## config.mk

```make
export PLATFORM = sky130hd
export DESIGN_NAME = vout_ctrl
export DESIGN_NICKNAME = d
export VERILOG_FILES = /design/src/rtl/vout_ctrl_pkg.sv /design/src/rtl/vout_fifo.sv /design/src/rtl/vout_ctrl.sv
export SDC_FILE = /design/constraint.sdc
export NUM_CORES = 1
export LEC_CHECK = 0
export ABC_AREA = 1
export CAP_MARGIN = 0
export CORE_UTILIZATION = 35
export CTS_CLUSTER_SIZE = 25
export DETAILED_ROUTE_END_ITERATION = 10
export SYNTH_ARGS = -nofsm -noshare
export SYNTH_HDL_FRONTEND = slang
export SYNTH_SLANG_ARGS = --single-unit
```

## constraint.sdc

```tcl
create_clock -name vout_clk -period 7 [get_ports vout_clk]
set_input_delay 1.4 -clock vout_clk [delete_from_list [all_inputs] [get_ports vout_clk]]
set_output_delay 1.4 -clock vout_clk [all_outputs]
set_load 0.03 [all_outputs]
```

## src/rtl/vout_ctrl_pkg.sv

```systemverilog
// Shared types and constants for the video output controller.
package vout_ctrl_pkg;

    typedef enum logic [1:0] {
        StIdle  = 2'd0,
        StRun   = 2'd1,
        StDrain = 2'd2
    } state_e;

    // Byte address of a pixel is x scaled by the 4-byte pixel stride.
    localparam int unsigned X_SHIFT = 2;

    // FIFO entry layout: {sof, eol, pixel[15:0]}.
    localparam int unsigned FIFO_WIDTH  = 18;
    localparam int unsigned TAG_EOL_BIT = 16;
    localparam int unsigned TAG_SOF_BIT = 17;

    // Pack a frame-buffer read address; the x byte offset wraps at 16 bits.
    function automatic logic [31:0] pack_addr(input logic [15:0] x, input logic [15:0] y);
        logic [15:0] xs;
        xs = x << X_SHIFT;
        return {y, xs};
    endfunction

endpackage

```

## src/rtl/vout_fifo.sv

```systemverilog
// Synchronous FIFO with full/empty flags and occupancy count.
module vout_fifo #(
    parameter int unsigned WIDTH = 18,
    parameter int unsigned DEPTH = 8
) (
    input  logic                     clk,
    input  logic                     rst,
    input  logic                     push,
    input  logic [WIDTH-1:0]         push_dat,
    input  logic                     pop,
    output logic [WIDTH-1:0]         pop_dat,
    output logic                     full,
    output logic                     empty,
    output logic [$clog2(DEPTH):0]   count
);

    localparam int unsigned AW = $clog2(DEPTH);

    logic [WIDTH-1:0] mem [DEPTH];
    logic [AW-1:0]    wr_ptr_q;
    logic [AW-1:0]    rd_ptr_q;
    logic [AW:0]      cnt_q;
    logic             do_push;
    logic             do_pop;

    assign empty   = (cnt_q == '0);
    assign full    = (cnt_q == (AW+1)'(DEPTH));
    assign count   = cnt_q;
    assign pop_dat = mem[rd_ptr_q];

    // A pop frees a slot, so a push alongside a pop is accepted even when full.
    assign do_pop  = pop && !empty;
    assign do_push = push && (!full || do_pop);

    // Storage array; contents need no reset, only the pointers do.
    always_ff @(posedge clk) begin
        if (do_push) begin
            mem[wr_ptr_q] <= push_dat;
        end
    end

    // Pointer and occupancy tracking; power-of-two depth lets pointers wrap naturally.
    always_ff @(posedge clk) begin
        if (rst) begin
            wr_ptr_q <= '0;
            rd_ptr_q <= '0;
            cnt_q    <= '0;
        end else begin
            if (do_push) begin
                wr_ptr_q <= wr_ptr_q + 1'b1;
            end
            if (do_pop) begin
                rd_ptr_q <= rd_ptr_q + 1'b1;
            end
            if (do_push && !do_pop) begin
                cnt_q <= cnt_q + 1'b1;
            end else if (!do_push && do_pop) begin
                cnt_q <= cnt_q - 1'b1;
            end
        end
    end

endmodule

```

## src/rtl/vout_ctrl.sv

```systemverilog
// Video output controller: reads a frame from a fixed-latency frame buffer
// and streams tagged pixels through an output FIFO with backpressure.
module vout_ctrl
    import vout_ctrl_pkg::*;
#(
    parameter int unsigned RD_LAT     = 2,
    parameter int unsigned FIFO_DEPTH = 8
) (
    input  logic        vout_clk,
    input  logic        rst,
    input  logic        frame_start,
    input  logic [15:0] vout_xres,
    input  logic [15:0] vout_yres,
    output logic        rd_req,
    output logic [31:0] rd_addr,
    input  logic [15:0] rd_dat,
    output logic        vout_valid,
    output logic [15:0] vout_dat,
    output logic        vout_sof,
    output logic        vout_eol,
    input  logic        vout_ready,
    output logic        frame_done,
    output logic        busy
);

    localparam int unsigned CW = $clog2(FIFO_DEPTH) + 1;

    state_e          state_q;
    logic [15:0]     xres_q;
    logic [15:0]     yres_q;
    logic [15:0]     x_q;
    logic [15:0]     y_q;
    logic            frame_done_q;

    logic [RD_LAT-1:0] pipe_v_q;
    logic [RD_LAT-1:0] pipe_sof_q;
    logic [RD_LAT-1:0] pipe_eol_q;

    logic [FIFO_WIDTH-1:0] fifo_wdat;
    logic [FIFO_WIDTH-1:0] fifo_rdat;
    logic                  fifo_full;
    logic                  fifo_empty;
    logic                  fifo_pop;
    logic [CW-1:0]         fifo_count;

    logic [31:0] inflight;
    logic [31:0] occupancy;
    logic        req;
    logic        last_x;
    logic        last_y;

    // Count reads still travelling through the latency pipeline.
    always_comb begin
        inflight = '0;
        for (int unsigned i = 0; i < RD_LAT; i++) begin
            if (pipe_v_q[i]) begin
                inflight = inflight + 32'd1;
            end
        end
    end

    assign occupancy = inflight + 32'(fifo_count);
    assign last_x    = (x_q == xres_q - 16'd1);
    assign last_y    = (y_q == yres_q - 16'd1);

    // Only issue a read when a FIFO slot is guaranteed for its data.
    assign req       = (state_q == StRun) && (occupancy < FIFO_DEPTH) && !fifo_full;

    assign rd_req     = req;
    assign rd_addr    = req ? pack_addr(x_q, y_q) : 32'd0;
    assign busy       = (state_q != StIdle);
    assign frame_done = frame_done_q;

    // Frame FSM with x/y scan counters and the registered done pulse.
    always_ff @(posedge vout_clk) begin
        if (rst) begin
            state_q      <= StIdle;
            xres_q       <= '0;
            yres_q       <= '0;
            x_q          <= '0;
            y_q          <= '0;
            frame_done_q <= 1'b0;
        end else begin
            frame_done_q <= 1'b0;
            case (state_q)
                StIdle: begin
                    if (frame_start) begin
                        if (vout_xres != 16'd0 && vout_yres != 16'd0) begin
                            xres_q  <= vout_xres;
                            yres_q  <= vout_yres;
                            x_q     <= '0;
                            y_q     <= '0;
                            state_q <= StRun;
                        end else begin
                            frame_done_q <= 1'b1;
                        end
                    end
                end
                StRun: begin
                    if (req) begin
                        if (last_x) begin
                            x_q <= '0;
                            y_q <= y_q + 16'd1;
                            if (last_y) begin
                                state_q <= StDrain;
                            end
                        end else begin
                            x_q <= x_q + 16'd1;
                        end
                    end
                end
                StDrain: begin
                    if (inflight == 32'd0 && fifo_empty) begin
                        state_q      <= StIdle;
                        frame_done_q <= 1'b1;
                    end
                end
                default: state_q <= StIdle;
            endcase
        end
    end

    // Valid/tag pipeline matching the frame-buffer read latency.
    always_ff @(posedge vout_clk) begin
        if (rst) begin
            pipe_v_q   <= '0;
            pipe_sof_q <= '0;
            pipe_eol_q <= '0;
        end else begin
            pipe_v_q[0]   <= req;
            pipe_sof_q[0] <= (x_q == 16'd0) && (y_q == 16'd0);
            pipe_eol_q[0] <= last_x;
            for (int unsigned i = 1; i < RD_LAT; i++) begin
                pipe_v_q[i]   <= pipe_v_q[i-1];
                pipe_sof_q[i] <= pipe_sof_q[i-1];
                pipe_eol_q[i] <= pipe_eol_q[i-1];
            end
        end
    end

    // Assemble the FIFO entry from returning data and its tags.
    always_comb begin
        fifo_wdat              = '0;
        fifo_wdat[15:0]        = rd_dat;
        fifo_wdat[TAG_EOL_BIT] = pipe_eol_q[RD_LAT-1];
        fifo_wdat[TAG_SOF_BIT] = pipe_sof_q[RD_LAT-1];
    end

    assign fifo_pop = !fifo_empty && vout_ready;

    vout_fifo #(
        .WIDTH (FIFO_WIDTH),
        .DEPTH (FIFO_DEPTH)
    ) u_fifo (
        .clk      (vout_clk),
        .rst      (rst),
        .push     (pipe_v_q[RD_LAT-1]),
        .push_dat (fifo_wdat),
        .pop      (fifo_pop),
        .pop_dat  (fifo_rdat),
        .full     (fifo_full),
        .empty    (fifo_empty),
        .count    (fifo_count)
    );

    // Outputs read as zero when nothing is available so reset state is clean.
    assign vout_valid = !fifo_empty;
    assign vout_dat   = vout_valid ? fifo_rdat[15:0] : 16'd0;
    assign vout_sof   = vout_valid ? fifo_rdat[TAG_SOF_BIT] : 1'b0;
    assign vout_eol   = vout_valid ? fifo_rdat[TAG_EOL_BIT] : 1'b0;

endmodule
```

# Word level (Yosys, flattened, before mapping)

Memory sizes are Yosys's and may differ from the RTL's. A register that Yosys moved wholly into a read port is not among the register bits.
Index checks and enable logic that the tools add are counted.

Eq/ne operators: 11
Muxes and demuxes: 31
Reductions and logical operators: 29
$add $sub $neg: 10
Order comparisons: 1

Operators by type and width:

| cell                    | count |
|---|---|
| $mux W16                | 7 |
| $mux W32                | 2 |
| $pmux W16 S2            | 2 |
| $add A16 B1 Y16 const B | 2 |
| $add A32 B1 Y32 const B | 1 |
| $add A32 B4 Y32         | 1 |
| $eq A16 B16 Y1          | 2 |
| $logic_not A16 Y1       | 2 |
| $logic_not A32 Y1       | 1 |
| $lt A32 B4 Y1 const B   | 1 |
| $reduce_bool A16 Y1     | 2 |
| $sub A16 B1 Y16 const B | 2 |
| $mux W2                 | 6 |
| $ne A2 B2 Y1 const B    | 6 |
| $logic_and A1 B1 Y1     | 10 |
| $mux W1                 | 8 |
| $mux W4                 | 2 |
| $add A3 B1 Y3 const B   | 2 |
| $mux W3                 | 2 |
| $pmux W2 S3             | 1 |
| $reduce_and A6 Y1       | 1 |
| $reduce_bool A2 Y1      | 3 |
| $reduce_and A5 Y1       | 1 |
| $add A4 B1 Y4 const B   | 1 |
| 11 further kinds        | 14 |

Register bits after elaboration: 83
Memories kept: 1
Word-level logic and storage cells: 95
Bits in writable memories: 144

Memory list:

| memory     | depth | bits a word | rd ports | clocked after memory_dff | write ports | RTL line        | text |
|---|---|---|---|---|---|---|---|
| u_fifo.mem | 8     | 18          | 1        | 1                        | 1           | vout_fifo.sv:19 | `logic [WIDTH-1:0] mem [DEPTH];` |

# Logic depth before layout (Yosys ltp)

Word-level depth: 10
Depth in mapped cells: 17
Mapped depth without buffers: 16

# By module

Synthesis repeated with hierarchy kept, for this count alone.

Cells, all modules: 1431
Area total of the unflattened synthesis: 11613.6 um^2

By module, submodules not included:

| module    | cells each | area an instance (um^2) | seq. area each (um^2) | times used |
|---|---|---|---|---|
| vout_fifo | 579        | 6516.2                  | 4584.4                | 1 |
| vout_ctrl | 852        | 5097.4                  | 1461.4                | 1 |

# Least setup slack after synthesis

No wires, ideal clock.

Path kind: input to register
Start: in vout_ready
End: reg u_fifo.cnt_q[3], in the netlist u_fifo.count[3]
Stages: 12
Path slack: 3.789 ns
Setup time: 0.119 ns
Data arrival time: 3.091 ns
Required time: 6.881 ns
Path through: inv_1 -> a21oi_1 -> ha_1 -> inv_1 -> ha_1 -> and3_1 -> a211oi_1 -> nor2_1 -> nor2_1 -> nand2_1 -> o21ai_0 -> a21oi_1

Word-level cells in the longest chain between the ends: 7
Elaborated cells on any way between the ends: 10

RTL lines:

| what                         | RTL line         | text |
|---|---|---|
| start: declaration           | vout_ctrl.sv:21  | `input logic vout_ready,` |
| $logic_and A1 B1 Y1 *        | vout_ctrl.sv:149 | `assign fifo_pop = !fifo_empty && vout_ready;` |
| $logic_and A1 B1 Y1 *        | vout_fifo.sv:32  | `assign do_pop = pop && !empty;` |
| $logic_or A1 B1 Y1 *         | vout_fifo.sv:33  | `assign do_push = push && (!full \|\| do_pop);` |
| $logic_and A1 B1 Y1 *        | vout_fifo.sv:33  |  |
| net u_fifo.do_push           | vout_fifo.sv:23  | `logic do_push;` |
| $logic_not A1 Y1             | vout_fifo.sv:57  | `end else if (!do_push && do_pop) begin` |
| $logic_and A1 B1 Y1          | vout_fifo.sv:57  |  |
| $reduce_bool A2 Y1 (no line) | --               |  |
| end signal: assignment       | vout_fifo.sv:56  | `cnt_q <= cnt_q + 1'b1;` |
| end signal: assignment       | vout_fifo.sv:58  | `cnt_q <= cnt_q - 1'b1;` |
| end: declaration             | vout_fifo.sv:22  | `logic [AW:0] cnt_q;` |

The timed path passes the listed nets; every way through them passes the cells marked *.
A chain may end at the register's enable or synchronous reset.

==> impl_results.md <==
- Maximum root-to-sink buffer count: 3
- Pleak: 0.00477 uW
- Detailed Place HPWL: 17100 um
- Post-CTS Setup Bufs: 0
- CP endpoint kind: primary output
- Die ar.: 32300 um2
- Dominant cells by area after synthesis: edfxtp_1, dfxtp_1, nor2_1
- Min cycle time layout: 5.26 ns
- Placed insts: 1721
- PnR worst setup slack: 1.74 ns
- Starting Density: 35.8%
- Setup TNS: 0 ns
- Worst-skew pair later-pin latency: 0.53 ns
- H-tree Lvls: 1
- Final net count: 1420
- Slew Viols, Final: 0
- Antenna violations before repair: 0
- Design area: 13300 um2
- Worst-path cell chain: buf_4, clkinv_1, buf_4, o21ai_0, o22ai_1, o21ai_0, a31oi_1, clkdlybuf4s50_1
- DIE WIDTH: 180 um
- Final Hold Vio Count: 0
- Ys flop type: edfxtp_1
- CTS clk-pin slew, worst paths: 0.06 ns
- Synth top cells by count: nor2_1, nand2_1, edfxtp_1, o21ai_0, inv_1
- Die Span Y: 180 um
- R2r setup slk: 3.70 ns
- R2r startpoint: pipe_v_q[0]
- Hold Buf Count CTS: 0
- Total chip power: 4490 uW
- Drt drc: 7
- Sequential-to-total area share from yosys stat: 54.7%
- Critical Path RT: 5.60 ns
- Flops & latches, synth: 230
- Vias in the first global route: 8180
- VDD IR-drop max: 0.174 mV
- Period utilisation layout: 75.1%
- Status: finished with violations
- Vias/cell: 4.89
- Core area: 30800 um2
- Rows: 64
- Clock sinks: 230
- Root Buffer: clkbuf_16
- Worst stage delay on the critical path: 0.67 ns
- Final Instance Count excl. Fillers: 1768
- Post-synth cell types: 48
- CTS tree: done
- Fmax: 0.190 GHz
- Worst Path Max Fanout: 73
- Slew margin rel.: 26.5%
- Via count: 8639
- Yosys top cell by area: edfxtp_1
- Crit path DAT: 3.86 ns
- Mapped Area: 11000 um2
- CP max-delay cell: clkdlybuf4s50_1
- First-pass GRT wire length: 42200 um
- Dpl ws: 2.29 ns
- Gpl congestion: 0.864
- Post-DR wirelength/cell: 14.7 um
- Most frequent cell after synthesis: nor2_1
- Hold Path Origin: pipe_sof_q[0]
- Tightest Pin Transition: 1.10 ns
- Yosys Warn Count: 0
- MaxCap Viol Count: 0
- Hold WC Path Type: flip-flop to flip-flop
- CTS Buf Count: 26
- Cell Area, Placed: 12400 um2
- Layout cells sized above 1: 6.05%
- P&R area growth vs syn: 20.3%
- Final wirelength: 26000 um
- Cells resized by post-CTS repair: 0
- Io pins: 106
- FFs w/ async S/R, synth: 0%
- Number of port buffers: 103
- PwrDens: 338 nW/um2
- WS Path Type: flip-flop to primary output
- Post-synth EDFFs: 144
- Worst clock skew: 0.0152 ns
- Final setup violation count: 0
- Routed Antenna Nets: 0
- Synth top area share: 39.1%
- DRT Pass-1 Iters: 10
- Failing checks: DRC
- Largest net degree at the start of global routing: 74
- Setup crit start kind: flip-flop
- GRT overflow: 0
- RSZ-0062 raised after global routing: false
- Post-Synthesis Cells: 1268
- Final-layout fill cell count: 2975
- 1st-iter DRT viols: 502
- Tot GR Track Use: 16.1%
- Ant diodes: 0
- Syn Area/Cell: 8.71 um2
-- cell type report --
class	instances	area, um2	share of cell area, %
clock inverter	13	153	1.15
sequential	230	6050	45.5
clock buffer	34	701	5.27
inverter	112	420	3.16
tap	396	495	3.73
timing repair buffer	117	1140	8.55
multi-input combinational	866	4330	32.6
-- stage by stage --
step | util, % | hold slack, ns
2_1_floorplan | - | 0.388
3_3_place_gp | 40.3 | 0.391
3_5_place_dp | 40.3 | 0.398
4_1_cts | 43.1 | 0.395
5_1_grt | 43.1 | 0.412
6_report | 43.1 | 0.399
-- registers in the layout (all words and copies together), names as in the netlist, named ones only --
name	count
frame_done	1
pipe_eol_q	2
pipe_sof_q	2
pipe_v_q	2
state_q	2
u_fifo.count	4
u_fifo.mem	144
u_fifo.rd_ptr_q	3
u_fifo.wr_ptr_q	3
x_q	16
xres_q	16
y_q	16
yres_q	16
-- per-layer routing --
layer,up-vias,GRT usage [%],share of wire [%]
met2,215,27.5,47
met3,56,2.05,4.1
met1,3959,20.9,46
met5,-,0,0
met4,0,5.69,3.0
li1,4409,-,-
-- cells in the final DEF (no fill, tap or decap), types with 3 or more instances in the layout --
cell type,Yosys,routed
xor2_1,45,45
clkdlybuf4s50_1,0,103
ha_1,14,14
nand4_1,6,6
nand3_2,3,4
buf_4,5,14
bufinv_16,0,3
dfxtp_1,86,85
nor2_2,5,9
clkbuf_16,0,26
xnor2_1,9,9
nor4_1,11,11
nand3_1,59,58
nor2_1,271,267
nand3b_1,5,5
edfxtp_1,144,144
a21oi_1,64,64
clkinv_2,0,4
clkinv_1,3,6
a31oi_1,18,18
clkbuf_1,49,6
nand2_1,157,157
o21ai_0,135,135
o22ai_1,18,18
inv_2,6,6
nor3_1,20,20
inv_1,103,103
-- where the power goes --
| group | switching (uW) | internal (uW) |
|---|---|---|
| clock network | 525 | 814 |
| logic | 1010 | 553 |
| registers | 70.9 | 1520 |
| total | 1610 | 2880 |
-- worst paths after layout --
kind	end	depth (start not counted)
setup / recovery	vout_sof	8
setup reg to reg	x_q[0]	13
hold reg to reg	pipe_sof_q[1]	2
hold / removal	pipe_sof_q[1]	2
-- critical path, delay by kind of cell (launching register included) --
kind / cells / cell delay (ns)
compound gates: 4 / 0.63
buf+inv: 4 / 2.37
flops: 1 / 0.31
-- logic make-up (layout without fill, tap and decap cells) --
logic type	after synthesis	in the layout	share of synthesized area (%)
buffers and inverters	173	276	6.23
adders and majority gates	15	15	1.77
DFF	230	230	54.7
AOI/OAI and AO/OA	243	243	11.6
other	1	2	0.0339
and+or+nand+nor	550	550	21.0
xor gates and xnor gates	56	56	4.64
(Power assumes the default switching activity.)
